==> src/rtl/uart_pkg.sv <==
// Shared UART definitions: parity modes, receiver FSM encoding and
// baud-counter sizing helpers (also intended for a future transmitter).
package uart_pkg;

    localparam int unsigned PARITY_NONE = 0;
    localparam int unsigned PARITY_EVEN = 1;
    localparam int unsigned PARITY_ODD  = 2;

    localparam int unsigned ST_W = 3;
    localparam logic [2:0] ST_IDLE      = 3'd0;
    localparam logic [2:0] ST_START     = 3'd1;
    localparam logic [2:0] ST_DATA      = 3'd2;
    localparam logic [2:0] ST_PAR       = 3'd3;
    localparam logic [2:0] ST_STOP      = 3'd4;
    localparam logic [2:0] ST_WAIT_IDLE = 3'd5;

    // Clocks per bit time.
    function automatic int unsigned baud_cnt_max(input int unsigned clk_freq,
                                                 input int unsigned bps);
        return clk_freq / bps;
    endfunction

    // Width of a counter running 0..baud_cnt_max-1.
    function automatic int unsigned baud_cnt_width(input int unsigned clk_freq,
                                                   input int unsigned bps);
        return $clog2(baud_cnt_max(clk_freq, bps));
    endfunction

endpackage

==> src/rtl/uart_rx_sync.sv <==
// Input synchroniser and falling-edge detector for the UART rx pin.
// Ports:
//   clk, rst_n      - clock, async active-low reset
//   rx_i            - asynchronous serial line, idle high
//   rx_sync_o       - synchronised line (registered)
//   start_nedge_c   - one-cycle high-to-low edge of rx_sync_o (combinational)
module uart_rx_sync #(
    parameter int unsigned SYNC_STAGES = 2
) (
    input  logic clk,
    input  logic rst_n,
    input  logic rx_i,
    output logic rx_sync_o,
    output logic start_nedge_c
);

    logic [SYNC_STAGES-1:0] sync_q;
    logic                   edge_q;

    // All stages reset to the idle level so reset never looks like a start bit.
    always_ff @(posedge clk or negedge rst_n) begin
        if (!rst_n) begin
            sync_q <= '1;
            edge_q <= 1'b1;
        end else begin
            sync_q <= {sync_q[SYNC_STAGES-2:0], rx_i};
            edge_q <= sync_q[SYNC_STAGES-1];
        end
    end

    assign rx_sync_o     = sync_q[SYNC_STAGES-1];
    assign start_nedge_c = edge_q & ~sync_q[SYNC_STAGES-1];

endmodule

==> src/rtl/uart_rx_cfg.sv <==
// Configurable UART receiver: DATA_BITS payload, optional even/odd parity,
// 1 or 2 stop bits, 3-sample majority vote per bit, false-start rejection,
// parity/framing/break reporting.
// Ports:
//   clk, rst_n  - clock, async active-low reset
//   rx          - serial input, idle high
//   po_data     - received word (LSB first on the line), holds between frames
//   po_flag     - one-cycle strobe qualifying po_data and the error flags
//   parity_err  - parity mismatch
//   frame_err   - a stop bit sampled low
//   break_det   - all data, parity and first stop bit sampled low
module uart_rx_cfg
    import uart_pkg::*;
#(
    parameter int unsigned CLK_FREQ    = 50_000_000,
    parameter int unsigned UART_BPS    = 115200,
    parameter int unsigned DATA_BITS   = 8,
    parameter int unsigned PARITY      = 0,
    parameter int unsigned STOP_BITS   = 1,
    parameter int unsigned SYNC_STAGES = 2
) (
    input  logic                 clk,
    input  logic                 rst_n,
    input  logic                 rx,
    output logic [DATA_BITS-1:0] po_data,
    output logic                 po_flag,
    output logic                 parity_err,
    output logic                 frame_err,
    output logic                 break_det
);

    localparam int unsigned BAUD_CNT_MAX = baud_cnt_max(CLK_FREQ, UART_BPS);
    localparam int unsigned CNT_W        = baud_cnt_width(CLK_FREQ, UART_BPS);
    localparam int unsigned MID          = BAUD_CNT_MAX / 2;
    localparam int unsigned BIT_W        = 4;

    logic rx_sync;
    logic start_nedge;

    uart_rx_sync #(
        .SYNC_STAGES (SYNC_STAGES)
    ) u_sync (
        .clk           (clk),
        .rst_n         (rst_n),
        .rx_i          (rx),
        .rx_sync_o     (rx_sync),
        .start_nedge_c (start_nedge)
    );

    logic [ST_W-1:0]      state_q, state_d;
    logic [CNT_W-1:0]     cnt_q, cnt_d;
    logic [1:0]           smp_q, smp_d;
    logic [BIT_W-1:0]     bit_idx_q, bit_idx_d;
    logic [DATA_BITS-1:0] shreg_q, shreg_d;
    logic                 ones_q, ones_d;
    logic                 perr_q, perr_d;
    logic                 ferr_q, ferr_d;
    logic                 brk_q, brk_d;
    logic [DATA_BITS-1:0] po_data_d;
    logic                 po_flag_d, parity_err_d, frame_err_d, break_det_d;

    logic at_mid_m1, at_mid, decide, wrap, bit_c;

    assign at_mid_m1 = (cnt_q == CNT_W'(MID - 1));
    assign at_mid    = (cnt_q == CNT_W'(MID));
    assign decide    = (cnt_q == CNT_W'(MID + 1));
    assign wrap      = (cnt_q == CNT_W'(BAUD_CNT_MAX - 1));
    // Majority of the MID-1 and MID samples plus the live MID+1 sample.
    assign bit_c     = (smp_q[0] & smp_q[1]) | (smp_q[0] & rx_sync) | (smp_q[1] & rx_sync);

    // Next-state and output logic.
    always_comb begin
        state_d      = state_q;
        cnt_d        = wrap ? '0 : cnt_q + CNT_W'(1);
        smp_d        = smp_q;
        bit_idx_d    = bit_idx_q;
        shreg_d      = shreg_q;
        ones_d       = ones_q;
        perr_d       = perr_q;
        ferr_d       = ferr_q;
        brk_d        = brk_q;
        po_data_d    = po_data;
        po_flag_d    = 1'b0;
        parity_err_d = 1'b0;
        frame_err_d  = 1'b0;
        break_det_d  = 1'b0;

        if (at_mid_m1) smp_d[0] = rx_sync;
        if (at_mid)    smp_d[1] = rx_sync;

        case (state_q)
            ST_IDLE: begin
                cnt_d = '0;
                if (start_nedge) begin
                    state_d   = ST_START;
                    bit_idx_d = '0;
                    ones_d    = 1'b0;
                    perr_d    = 1'b0;
                    ferr_d    = 1'b0;
                    brk_d     = 1'b0;
                end
            end
            ST_START: begin
                if (decide && bit_c) begin
                    state_d = ST_IDLE;
                    cnt_d   = '0;
                end else if (wrap) begin
                    state_d = ST_DATA;
                end
            end
            ST_DATA: begin
                if (decide) begin
                    shreg_d   = {bit_c, shreg_q[DATA_BITS-1:1]};
                    ones_d    = ones_q | bit_c;
                    bit_idx_d = bit_idx_q + BIT_W'(1);
                end
                if (wrap && (bit_idx_q == BIT_W'(DATA_BITS))) begin
                    bit_idx_d = '0;
                    state_d   = (PARITY != PARITY_NONE) ? ST_PAR : ST_STOP;
                end
            end
            ST_PAR: begin
                if (decide) begin
                    ones_d = ones_q | bit_c;
                    perr_d = (PARITY == PARITY_ODD) ? ~(^shreg_q ^ bit_c) : (^shreg_q ^ bit_c);
                end
                if (wrap) state_d = ST_STOP;
            end
            ST_STOP: begin
                if (decide) begin
                    if (bit_idx_q == '0) brk_d = ~ones_q & ~bit_c;
                    if (!bit_c) ferr_d = 1'b1;
                    // Strobe on the last stop decision so back-to-back frames are not lost.
                    if (bit_idx_q == BIT_W'(STOP_BITS - 1)) begin
                        po_flag_d    = 1'b1;
                        po_data_d    = shreg_q;
                        parity_err_d = perr_q;
                        frame_err_d  = ferr_q | ~bit_c;
                        break_det_d  = (bit_idx_q == '0) ? (~ones_q & ~bit_c) : brk_q;
                        state_d      = bit_c ? ST_IDLE : ST_WAIT_IDLE;
                        cnt_d        = '0;
                    end else begin
                        bit_idx_d = bit_idx_q + BIT_W'(1);
                    end
                end
            end
            ST_WAIT_IDLE: begin
                // Only re-arm once the line is back high.
                if (rx_sync) begin
                    state_d = ST_IDLE;
                    cnt_d   = '0;
                end
            end
            default: begin
                state_d = ST_IDLE;
                cnt_d   = '0;
            end
        endcase
    end

    // State and output registers.
    always_ff @(posedge clk or negedge rst_n) begin
        if (!rst_n) begin
            state_q    <= ST_IDLE;
            cnt_q      <= '0;
            smp_q      <= '0;
            bit_idx_q  <= '0;
            shreg_q    <= '0;
            ones_q     <= 1'b0;
            perr_q     <= 1'b0;
            ferr_q     <= 1'b0;
            brk_q      <= 1'b0;
            po_data    <= '0;
            po_flag    <= 1'b0;
            parity_err <= 1'b0;
            frame_err  <= 1'b0;
            break_det  <= 1'b0;
        end else begin
            state_q    <= state_d;
            cnt_q      <= cnt_d;
            smp_q      <= smp_d;
            bit_idx_q  <= bit_idx_d;
            shreg_q    <= shreg_d;
            ones_q     <= ones_d;
            perr_q     <= perr_d;
            ferr_q     <= ferr_d;
            brk_q      <= brk_d;
            po_data    <= po_data_d;
            po_flag    <= po_flag_d;
            parity_err <= parity_err_d;
            frame_err  <= frame_err_d;
            break_det  <= break_det_d;
        end
    end

endmodule

==> config.mk <==
export PLATFORM = sky130hd
export DESIGN_NAME = uart_rx_cfg
export DESIGN_NICKNAME = d
export VERILOG_FILES = /design/src/rtl/uart_pkg.sv /design/src/rtl/uart_rx_sync.sv /design/src/rtl/uart_rx_cfg.sv
export SDC_FILE = /design/constraint.sdc
export NUM_CORES = 1
export LEC_CHECK = 0
export BUFFER_PORTS_ARGS = -buffer_cell sky130_fd_sc_hd__buf_2
export CORE_MARGIN = 1
export CORE_UTILIZATION = 45
export DETAILED_ROUTE_END_ITERATION = 7
export HOLD_SLACK_MARGIN = 0.02
export PLACE_DENSITY_LB_ADDON = 0.1
export SYNTH_ARGS = -nofsm -noshare
export SYNTH_HDL_FRONTEND = slang
export SYNTH_HIERARCHICAL = 1
export SYNTH_SLANG_ARGS = --single-unit
==> constraint.sdc <==
create_clock -name clk -period 2.2 [get_ports clk]
set_input_delay 0.11 -clock clk [delete_from_list [all_inputs] [get_ports clk]]
set_output_delay 0.11 -clock clk [all_outputs]
set_load 0.1 [all_outputs]
# --- Yosys cells after proc, flatten, opt, wreduce, memory -nomap -nowiden ---
# Index checks and enable logic that the tools add are counted.
word_totals:
  elab_cells: 112
  in_bits: 3
  regBits: 44
  output_inout_bits: 12
classes:
  muxes: 42
  n_reduce_logical: 17
  eq_ne: 22
  addsub: 2
  bitwise_logic: 13
ops:
  columns: ["op", "count"]
  rows:
  - ["2-to-1 mux 9 bit", 5]
  - ["one-hot mux 9 bit (4 select lines)", 1]
  - ["equality test 9 x 8 -> 1 bit (second input constant)", 3]
  - ["2-to-1 mux 3 bit", 9]
  - ["2-to-1 mux 4 bit", 5]
  - ["one-hot mux 3 bit (6 select lines)", 1]
  - ["2-to-1 mux 1 bit", 17]
  - ["inequality test 2 bit (second input constant)", 8]
  - ["one-hot mux 4 bit (3 select lines)", 1]
  - ["adder 9 x 1 -> 9 bit (second input constant)", 1]
  - ["equality test 9 bit (second input constant)", 1]
  - ["AND reduction 3 bit", 3]
  - ["parity 8 bit", 1]
  - ["AND reduction 7 bit", 1]
  - ["equality test 3 x 2 -> 1 bit (second input constant)", 2]
  - ["equality test 3 bit (second input constant)", 2]
  - ["inequality test 3 bit (second input constant)", 2]
  - ["one-hot mux 1 bit (2 select lines)", 3]
  - ["nonzero test 2 bit", 3]
  - ["AND 1 bit", 5]
  - ["AND reduction 5 bit", 1]
  - ["adder 4 x 1 -> 4 bit (second input constant)", 1]
  - ["equality test 4 bit (second input constant)", 1]
  - ["zero test 4 bit", 1]
  - ["other kinds (11)", 18]

# --- Depth between registers and ports, before layout ---
# Gate-level depths: netlist (run 1).
logic_depth:
  ltp_word: 8
  ltp_mapped: 8

# --- By module ---
# The synthesis (run 1) kept the hierarchy.
modules_own_cells:
  columns: ["module", "n_inst", "area_per_inst_um2", "cells_per_inst", "seq_area_each_um2"]
  rows:
  - ["uart_rx_cfg", 1, 2125.8, 188, 1026.0]
  - ["uart_rx_sync", 1, 92.6, 4, 78.8]

# --- Worst setup path before layout (run 1) ---
# OpenSTA, ideal clock, no wires.
synth_timing:
  path_kind: "register -> register"
  start: "register cnt_q[0]"
  end: "register state_q[0]"
  t_required_ns: 2.075
  slack_ns: 0.318
  n_path_buf: 0
  period_less_slack_ns: 1.882
  path_stages_with_launch: 8
  arrival_ns: 1.757
  path_cell_list: "dfrtp_1 -> inv_1 -> ha_1 -> and4bb_4 -> and2_4 -> a311o_1 -> nand4_1 -> mux2_2"
synth_via:
  elab_chain_len: 4
  word_cells_on_any_way: 11
synth_rtl:
  columns: ["item", "line_no", "rtl"]
  rows:
  - ["from (decl)", "uart_rx_cfg.sv:51", "logic [CNT_W-1:0] cnt_q, cnt_d;"]
  - ["from (signal assigned)", "uart_rx_cfg.sv:180", "cnt_q <= cnt_d;"]
  - ["equality test 9 x 8 -> 1 bit / equality test 9 bit (equally long branches)", "uart_rx_cfg.sv:66, uart_rx_cfg.sv:67", null]
  - ["logical AND 1 bit, on equally long branches", "uart_rx_cfg.sv:104, uart_rx_cfg.sv:117", null]
  - ["inequality test 3 bit (no source line), or another cell as far along", null, null]
  - ["AND reduction 7 bit (no source line) / one-hot mux 3 bit (6 select lines) (equally long branches)", null, null]
  - ["to (signal assigned)", "uart_rx_cfg.sv:179", "state_q <= state_d;"]
  - ["to (decl)", "uart_rx_cfg.sv:50", "logic [ST_W-1:0] state_q, state_d;"]
# Several ways; a longest one is shown, not always the timed one.
# A chain may end at the register's enable or synchronous reset.

# --- Worst setup path after layout (run 1) ---
# Ends and elaborated chain as after synthesis.

==> flow_summary_export.csv, run 1 <==
group,metric,value,unit
status,status,"complete, no violations",
timing,slew_headroom,34.8,%
floorplanning,io-pin-count,15,
route,drc,0,
global_route,grt_pass1_wl,7240,um
timing,finalWorstSetupSlack,209,ps
finish,stdcell_area,0.00252,sq mm
synth,synth_edf_count,0,
synth,ys_async_sr_fraction,100,%
synth,netlist_instances,192,
power_and_ir_drop,ir_drop,0.000429,V
timing,timing.final.max_slew_violations,0,
flow_run,drv_cap,0,
timing,hold_ws,357,ps
finish,syn_to_final_growth,13.6,%
global_route,overflow,0,
worst_setup_path,cp_slowest_cell,"dfrtp_1",
worst_setup_path,worstSetupPathType,"flip-flop to flip-flop",
worst_setup_path,crit_chain,"inv_1 -> ha_1 -> and4bb_4 -> and2_4 -> a311o_1 -> nand4_1 -> mux2_2",
timing,worst_pin_slew,978,ps
finish,layout_commonest_cell,"dfrtp_1",
floorplanning,start_util,47.0,%
synth,synth_simple_gate_area_share,18.8,%
placed_design,gp_congestion,0.986,
floorplanning,die-height,72.2,um
clock_network,htreeDepth,2,
placed_design,dp_slack,197,ps
placed_design,placed_cell_area,0.00237,sq mm
clock_network,clockRootBuffer,"clkbuf_8",
synth,yosysSeqAreaShare,49.8,%
finish,final_cell_mix,"dfrtp_1 (41), mux2_2 (19), nand2_1 (16)",
floorplanning,core-area,0.00472,sq mm
clock_network,cts_buffer_depth,2,
clock_network,clkTransAtPathRegs,90,ps
synth,synth_nets,201,
finish,drive_gt1_share,27.0,%
worst_setup_path,crit_buf_inv,1,
global_route,grt_pass1_vias,1549,
synth,synth_compound_area_share,8.29,%
timing,fmax,0.502,GHz
timing,post-route-min-period,1990,ps
timing,finalHoldViolCount,0,
route,vias,1485,
worst_setup_path,crit_path_max_incr_delay,430,ps
route,vias_per_cell,5.27,
route,avgRoutedWirePerCell,15.1,um
synth,synthXorXnorAreaFrac,6.32,%
clock_network,cts_buffers,5,
worst_setup_path,arrival,2180,ps
hold_path,hold_path_class,"flip-flop to flip-flop",
power_and_ir_drop,cellPowerDensity,744,mW/mm^2
global_route,track_usage,18.3,%
synth,yosys_most_used_dff,"dfrtp_1",
worst_setup_path,worst_setup_path_start_kind,"flip-flop",
floorplanning,fp.dieArea,0.00521,sq mm
global_route,grt_max_degree,45,
synth,synth_cell_type_count,43,
route,firstDrtPassIters,4,
timing,skew,9.09,ps
synth,synth_top_family_by_area,"simple AND/OR/NAND/NOR gates",
route,drt.antenna.violating_nets,0,
worst_setup_path,crit_family,"simple AND/OR/NAND/NOR gates",
worst_setup_path,cp_max_fo,6,
synth,synth.area.mux_share,10.1,%
finish,nets,223,
route,drtIter0Drc,87,
synth,synth_fa_ha_area_share,3.84,%
synth,ys_ff_latch,44,
clock_network,cts.sinks,44,
clock_network,insertion_delay,290,ps
placed_design,port_buffers,14,
synth,syn_avg_cell_area,11.6,sq um
worst_setup_path,cp.required,2390,ps
clock_network,cts_tree,"yes",
finish,antennaDiodeCount,0,
floorplanning,rows,25,
power_and_ir_drop,power.leakage,0.00116,uW
route,routed_wl,4250,um
timing,rsz0062_at_grt,"no",
clock_network,postCtsSetupBuffers,0,
placed_design,dp_hpwl,3020,um
timing,fin_crit_sh,90.5,%
timing,setup_viol,0,
synth,yosys_warnings,6,
floorplanning,die_x,72.2,um
global_route,antenna_found_initial,0,
synth,synth.cell_area,0.00222,sq mm
worst_setup_path,endpoint_kind,"flip-flop",
timing,tns,0,ps
==> stage by stage <==
step / total power (uW) / util, % / cells
global route: 1970 / 53.4 / 282
finish: 1870 / 53.4 / 282
floorplan: 1100 / - / 192
CTS: 1900 / 53.3 / 282
global placement: 1150 / 50.1 / 272
detailed placement: 1160 / 50.1 / 272
==> timing repair <==
item | in CTS | in global routing
gates resized for setup | 0 | 1
setup endpoints to repair | 0 | 2
hold buffers | 2 | 0
endpoints found under the hold margin | 42 | 0
==> state kept, by name, summed over array words and instances (netlist names), 2 cells and up <==
register,cells
shreg_q,8
state_q,3
u_sync/sync_q,2
po_data,8
smp_q,2
cnt_q,9
bit_idx_q,4
==> path summary, 6_finish.rpt <==
| check | from | end | slack, ps | depth (start not counted) |
|---|---|---|---|---|
| worst max register to register | cnt_q[0] | state_q[0] | 210 | 7 |
| max in group asynchronous | rst_n | shreg_q[3] | 1080 | 2 |
| worst min-delay path | u_sync/sync_q[0] | u_sync/sync_q[1] | 360 | 0 |
| min in group asynchronous | rst_n | cnt_q[8] | 510 | 2 |
| worst max-delay path | cnt_q[0] | state_q[0] | 210 | 7 |
| worst min register to register | u_sync/sync_q[0] | u_sync/sync_q[1] | 360 | 0 |
==> kinds of logic after synthesis <==
family / after synthesis
mux: 20
xor+xnor: 16
compound gates: 26
simple gates: 67
fa+ha+maj: 7
buf+inv: 12
flops: 44
==> synth_stat cells (2+ instances only) <==
library cell | count | area share [%]
a21oi_1 | 7 | 1.6
a31oi_1 | 2 | 0.56
buf_2 | 3 | 0.68
dfrtp_1 | 41 | 46
dfstp_2 | 3 | 3.6
ha_1 | 6 | 3.4
inv_1 | 7 | 1.2
mux2_2 | 19 | 9.6
nand2_1 | 16 | 2.7
nand3_1 | 8 | 1.8
nand4_1 | 3 | 0.85
nor2_1 | 14 | 2.4
nor3_1 | 7 | 1.6
nor3b_1 | 5 | 1.7
o21ai_0 | 9 | 2.0
xnor2_1 | 14 | 5.5
xor2_1 | 2 | 0.79
==> report_power, final <==
group | switching (uW) | internal (uW) | leakage, uW
combinational | 137 | 105 | 0.000491
sequential | 61.7 | 844 | 0.000600
clock | 272 | 454 | 0.0000654
==> routing by layer <==
metal | wire (um) | global-route usage (%) | vias up
li1 | - | - | 711
met5 | 0 | 0 | -
met4 | 55 | 8.06 | 0
met1 | 1780 | 22.2 | 736
met2 | 2280 | 32.0 | 34
met3 | 133 | 3.19 | 4
==> layout make-up <==
| cell class | instances | area, sq um |
|---|---|---|
| Timing Repair Buffer | 20 | 120 |
| Tap cell | 67 | 83.8 |
| Clock inverter | 2 | 60.1 |
| Multi-Input combinational cell | 136 | 1050 |
| Fill cell | 416 | 2200 |
| Inverter | 7 | 26.3 |
| Clock buffer | 6 | 72.6 |
| Sequential cell | 44 | 1100 |
(Power assumes the default switching activity.)
==> run 2: changes to the inputs <==
--- a/config.mk
+++ b/config.mk
@@ -7,7 +7,7 @@
 export LEC_CHECK = 0
 export BUFFER_PORTS_ARGS = -buffer_cell sky130_fd_sc_hd__buf_2
 export CORE_MARGIN = 1
-export CORE_UTILIZATION = 45
+export CORE_UTILIZATION = 50
 export DETAILED_ROUTE_END_ITERATION = 7
 export HOLD_SLACK_MARGIN = 0.02
 export PLACE_DENSITY_LB_ADDON = 0.1
==> run 2 against run 1 <==
Compared with the run above:
- sequential share of layout area increased by 1.3 points
- largest cell class unchanged
- final cell count decreased by 6.0%
- critical path depth unchanged
- die area decreased by 9.7%
- clock power decreased by 34%
- non-clock buffer count unchanged
==> flow_summary_export.csv, run 2 (same netlist as run 1, synthesis figures left out) <==
group,metric,value,unit
timing,rsz0062_at_grt,"no",
worst_setup_path,cp.required,2380,ps
timing,setup_viol,0,
clock_network,cts_tree,"yes",
floorplanning,die_x,68.6,um
route,avgRoutedWirePerCell,14.5,um
clock_network,htreeDepth,2,
timing,slew_headroom,38.1,%
timing,worst_pin_slew,928,ps
timing,timing.final.max_slew_violations,0,
finish,largest_register,"cnt_q",
timing,finalHoldViolCount,0,
global_route,grt_pass1_vias,1413,
clock_network,clkTransAtPathRegs,80,ps
global_route,track_usage,19.2,%
floorplanning,io-pin-count,15,
power_and_ir_drop,cellPowerDensity,665,mW/mm^2
finish,nets,223,
global_route,grt_max_degree,45,
hold_path,hold_path_class,"flip-flop to flip-flop",
timing,fmax,0.491,GHz
placed_design,gp_congestion,0.809,
finish,drive_gt1_share,26.0,%
global_route,grt_pass1_wl,6490,um
finish,fillCellCount,326,
worst_setup_path,endpoint_kind,"flip-flop",
clock_network,cts_buffer_depth,2,
clock_network,clockRootBuffer,"clkbuf_8",
finish,top_regs,"cnt_q (9), po_data (8), shreg_q (8)",
route,drt.antenna.violating_nets,0,
floorplanning,core-area,0.00412,sq mm
finish,antennaDiodeCount,0,
timing,fin_crit_sh,92.5,%
global_route,antenna_found_initial,0,
placed_design,dp_slack,185,ps
placed_design,port_buffers,14,
power_and_ir_drop,power.leakage,0.00113,uW
finish,syn_to_final_growth,10.4,%
floorplanning,die-height,68.6,um
status,status,"complete, no violations",
floorplanning,fp.dieArea,0.00471,sq mm
route,drc,0,
global_route,overflow,0,
finish,final_cell_mix,"dfrtp_1 (41), mux2_2 (19), nand2_1 (16)",
worst_setup_path,worst_setup_path_start_kind,"flip-flop",
timing,post-route-min-period,2040,ps
worst_setup_path,worstSetupPathType,"flip-flop to flip-flop",
route,firstDrtPassIters,4,
power_and_ir_drop,finalPower,1630,uW
timing,tns,0,ps
floorplanning,rows,23,
finish,layout_commonest_cell,"dfrtp_1",
flow_run,drv_cap,0,
route,routed_wl,3850,um
route,vias,1464,
finish,seq_area,0.00110,sq mm
finish,largest_reg_flops,9,
route,drtIter0Drc,64,
timing,finalWorstSetupSlack,164,ps
worst_setup_path,arrival,2220,ps
placed_design,dp_hpwl,2770,um
clock_network,cts.sinks,44,
clock_network,cts_buffers,5,
timing,skew,6.05,ps
clock_network,insertion_delay,290,ps
finish,multi_input_area,0.00105,sq mm
route,vias_per_cell,5.52,
worst_setup_path,cp_max_fo,6,
power_and_ir_drop,ir_drop,0.000388,V
floorplanning,start_util,53.9,%
clock_network,postCtsSetupBuffers,0,
clock_network,cts_resized,0,
-- run 2: changes by cell type in the layout (fill, tap and decap cells not counted) --
cell and change:
bufinv_16 -2, clkbuf_1 +1, clkinv_4 +1, o21a_1 +1
o21a_2 -1
-- run 2: where the power goes --
| part | internal, uW | switching, uW | total, uW |
|---|---|---|---|
| Combinational | 103 | 136 | 239 |
| Sequential | 844 | 64.9 | 909 |
| Clock | 227 | 255 | 482 |
| Total | 1170 | 456 | 1630 |
-- run 2: layer usage --
metal,vias up,track usage (%),share of wire (%)
met5,-,0,0
met4,0,8.85,2.4
met3,11,5.10,3.5
met2,32,29.7,46
met1,708,25.1,48
li1,713,-,-
-- run 2: per-stage QoR --
| stage | hold WS [ps] | util, % | cells | cell area (sq um) |
|---|---|---|---|---|
| final | 358 | 59.5 | 265 | 2450 |
| after floorplan | -186 | - | 192 | 2220 |
| after global routing | 362 | 59.5 | 265 | 2450 |
| after CTS | 361 | 59.5 | 265 | 2450 |
| after global placement | 217 | 57.0 | 255 | 2340 |
| after detailed placement | 221 | 57.0 | 255 | 2340 |
-- run 2: final cells by class --
cell class	instances	area share, %
Sequential cell	44	45.1
Multi-Input combinational cell	136	42.9
Timing Repair Buffer	20	4.90
Clock buffer	7	3.12
Inverter	7	1.07
Tap cell	50	2.55
Clock inverter	1	0.358
-- run 2: what timing repair did --
item / in CTS / in global routing
hold buffers: 2 / 0
endpoints found under the setup margin: 0 / 1
endpoints found under the hold margin: 42 / 0
-- run 2: path summary, 6_finish.rpt --
| path | slack [ps] | to | depth (start not counted) | start |
|---|---|---|---|---|
| worst max-delay path | 160 | state_q[0] | 7 | cnt_q[0] |
| worst min-delay path | 360 | u_sync/sync_q[1] | 0 | u_sync/sync_q[0] |
| worst max register to register | 160 | state_q[0] | 7 | cnt_q[0] |
| worst min register to register | 360 | u_sync/sync_q[1] | 0 | u_sync/sync_q[0] |
| max in group asynchronous | 1140 | break_det | 2 | rst_n |
| min in group asynchronous | 480 | bit_idx_q[1] | 2 | rst_n |
-- run 2: critical path, cell delays in order (launching register included) --
cell,delay [ps]
dfrtp_1,440
inv_1,90
ha_1,200
and4bb_4,220
and2_4,180
a311o_1,330
nand4_1,120
mux2_2,340
==> run 3: changes to the inputs <==
--- a/config.mk
+++ b/config.mk
@@ -8,9 +8,11 @@
 export BUFFER_PORTS_ARGS = -buffer_cell sky130_fd_sc_hd__buf_2
 export CORE_MARGIN = 1
 export CORE_UTILIZATION = 50
+export CTS_CLUSTER_SIZE = 40
 export DETAILED_ROUTE_END_ITERATION = 7
 export HOLD_SLACK_MARGIN = 0.02
 export PLACE_DENSITY_LB_ADDON = 0.1
+export SETUP_SLACK_MARGIN = 0.2
 export SYNTH_ARGS = -nofsm -noshare
 export SYNTH_HDL_FRONTEND = slang
 export SYNTH_HIERARCHICAL = 1
==> run 3 against run 2 <==
Compared with the run above:
- sequential power about the same
- clock power about the same
- global-route usage unchanged
- maximum frequency up 5.3%
- final cell count up 1.1%
- sequential share of layout area down 0.65 points
- hold slack about the same
- count of clock-buffer cells in the layout unchanged
- die area unchanged
- routed wire length up 0.44%
- flip-flop and latch count unchanged
- clock skew up 0.96 ps
- highest routed layer unchanged
==> flow_summary_export.csv, run 3 (same netlist as run 1, synthesis figures left out) <==
group,metric,value,unit
floorplanning,fp.dieArea,0.00471,sq mm
status,status,"complete, no violations",
power_and_ir_drop,cellPowerDensity,664,mW/mm^2
worst_setup_path,cp.depth,7,
global_route,grt_pass1_wl,6490,um
global_route,antenna_found_initial,0,
global_route,overflow,0,
placed_design,port_buffers,14,
global_route,track_usage,19.2,%
worst_setup_path,rr_worst_depth,7,
floorplanning,rows,23,
finish,drive_gt1_share,28.4,%
finish,largest_register,"cnt_q",
floorplanning,die_x,68.6,um
clock_network,clkTransAtPathRegs,80,ps
finish,syn_to_final_growth,12.2,%
worst_setup_path,cp_max_fo,6,
finish,antennaDiodeCount,0,
timing,rsz0062_at_grt,"yes",
floorplanning,start_util,53.9,%
worst_setup_path,cp.required,2390,ps
timing,timing.final.max_slew_violations,0,
timing,fmax,0.517,GHz
route,drc,0,
timing,finalHoldViolCount,0,
global_route,grt_max_degree,45,
floorplanning,io-pin-count,15,
floorplanning,core-area,0.00412,sq mm
worst_setup_path,crit_chain,"inv_1 -> ha_1 -> and4bb_4 -> and2_4 -> a311o_1 -> nand4_1 -> mux2_2",
route,vias,1479,
worst_setup_path,arrival,2120,ps
clock_network,cts_buffers,5,
power_and_ir_drop,power_frac_seq,55.1,%
clock_network,htreeDepth,2,
worst_setup_path,worstSetupPathType,"flip-flop to flip-flop",
clock_network,cts_tree,"yes",
timing,fin_crit_sh,87.9,%
finish,layout_commonest_cell,"dfrtp_1",
timing,post-route-min-period,1930,ps
power_and_ir_drop,ir_drop,0.000388,V
clock_network,cts.sinks,44,
route,vias_per_cell,5.52,
timing,hold_ws,358,ps
route,firstDrtPassIters,4,
worst_setup_path,crit_buf_inv,1,
power_and_ir_drop,p_sw,462,uW
finish,nets,226,
power_and_ir_drop,sw_frac_of_total,28.0,%
hold_path,hold_path_class,"flip-flop to flip-flop",
worst_setup_path,crit_end,"state_q[0]",
finish,top_regs,"cnt_q (9), po_data (8), shreg_q (8)",
timing,setup_viol,0,
finish,largest_reg_flops,9,
clock_network,clockRootBuffer,"clkbuf_8",
power_and_ir_drop,combPwrFrac,15.6,%
global_route,grt_pass1_vias,1413,
placed_design,dp_hpwl,2770,um
finish,final_cell_mix,"dfrtp_1 (40), mux2_2 (19), nand2_1 (16)",
worst_setup_path,startpoint,"cnt_q[0]",
route,avgRoutedWirePerCell,14.4,um
clock_network,cts_buffer_depth,2,
worst_setup_path,timing.rr.end,"state_q[0]",
route,drt.antenna.violating_nets,0,
power_and_ir_drop,finalPower,1650,uW
worst_setup_path,crit_family,"simple AND/OR/NAND/NOR gates",
worst_setup_path,cp_slowest_cell,"dfrtp_2",
power_and_ir_drop,power.leakage,0.00114,uW
worst_setup_path,crit_path_max_incr_delay,410,ps
hold_path,min_from,"u_sync/sync_q[0]",
timing,worst_pin_slew,928,ps
worst_setup_path,r2r_slack,270,ps
route,routed_wl,3870,um
power_and_ir_drop,clock_power_share,29.3,%
timing,skew,7.01,ps
worst_setup_path,reg2reg_from,"cnt_q[0]",
clock_network,insertion_delay,290,ps
power_and_ir_drop,p_int,1190,uW
timing,slew_headroom,38.2,%
route,drtIter0Drc,39,
flow_run,drv_cap,0,
floorplanning,die-height,68.6,um
timing,tns,0,ps
worst_setup_path,worst_setup_path_start_kind,"flip-flop",
placed_design,gp_congestion,0.809,
worst_setup_path,endpoint_kind,"flip-flop",
## run 3: cell types whose count changed in the layout (fill, tap and decap cells not counted)
cell,change
o21a_2,+1
a2bb2oi_4,+1
ha_2,+1
ha_1,-1
dfrtp_1,-1
o21a_1,-1
buf_4,+3
dfrtp_2,+1
a2bb2oi_2,-1
## run 3: repair_timing
| action | in CTS | in global routing |
|---|---|---|
| endpoints found under the setup margin | 2 | 14 |
| pin swaps | 1 | 2 |
| buffers inserted | 0 | 3 |
| hold endpoints to repair | 42 | 0 |
| resized for setup | 1 | 3 |
| hold buffers | 2 | 0 |
## run 3: power by group through the flow
stage / Combinational (uW) / Sequential [uW] / Clock (uW)
2_1_floorplan: 215 / 889 / 0
3_3_place_gp: 228 / 920 / 0
3_5_place_dp: 237 / 924 / 0
4_1_cts: 240 / 910 / 506
5_1_grt: 293 / 918 / 530
6_report: 258 / 911 / 484
## run 3: worst min-delay path by stage
stage | slack [ps] | cells past startpoint | endpoint
floorplan | -190 | 0 | bit_idx_q[0]
global placement | 220 | 1 | u_sync/sync_q[0]
detailed placement | 220 | 1 | u_sync/sync_q[0]
CTS | 360 | 0 | u_sync/sync_q[1]
global route | 360 | 0 | u_sync/sync_q[1]
finish | 360 | 0 | u_sync/sync_q[1]
## run 3: area by class of cell
cell class | instances | area, sq um
Clock buffer | 7 | 76.3
Inverter | 7 | 26.3
Fill cell | 316 | 1630
Sequential cell | 44 | 1110
Tap cell | 50 | 62.6
Multi-Input combinational cell | 136 | 1070
Timing Repair Buffer | 23 | 143
Clock inverter | 1 | 8.76
## run 3: stage by stage
| step | worst slack (ps) | instance area [sq um] | std cells | utilization [%] |
|---|---|---|---|---|
| after floorplan | 318 | 2220 | 192 | - |
| after global placement | 252 | 2340 | 255 | 57.0 |
| after detailed placement | 185 | 2340 | 255 | 57.0 |
| after CTS | 224 | 2450 | 265 | 59.6 |
| after global routing | 143 | 2490 | 268 | 60.5 |
| final | 266 | 2490 | 268 | 60.5 |
## run 3: layer usage
layer  vias up  global-route usage (%)  share of wire, %  wire length, um
met5         -                       0                 0                0
met4         0                    8.85               2.3               89
met3        11                    5.10               3.6              141
met2        36                    29.7                46             1790
met1       713                    25.1                48             1850
li1        719                       -                 -                -
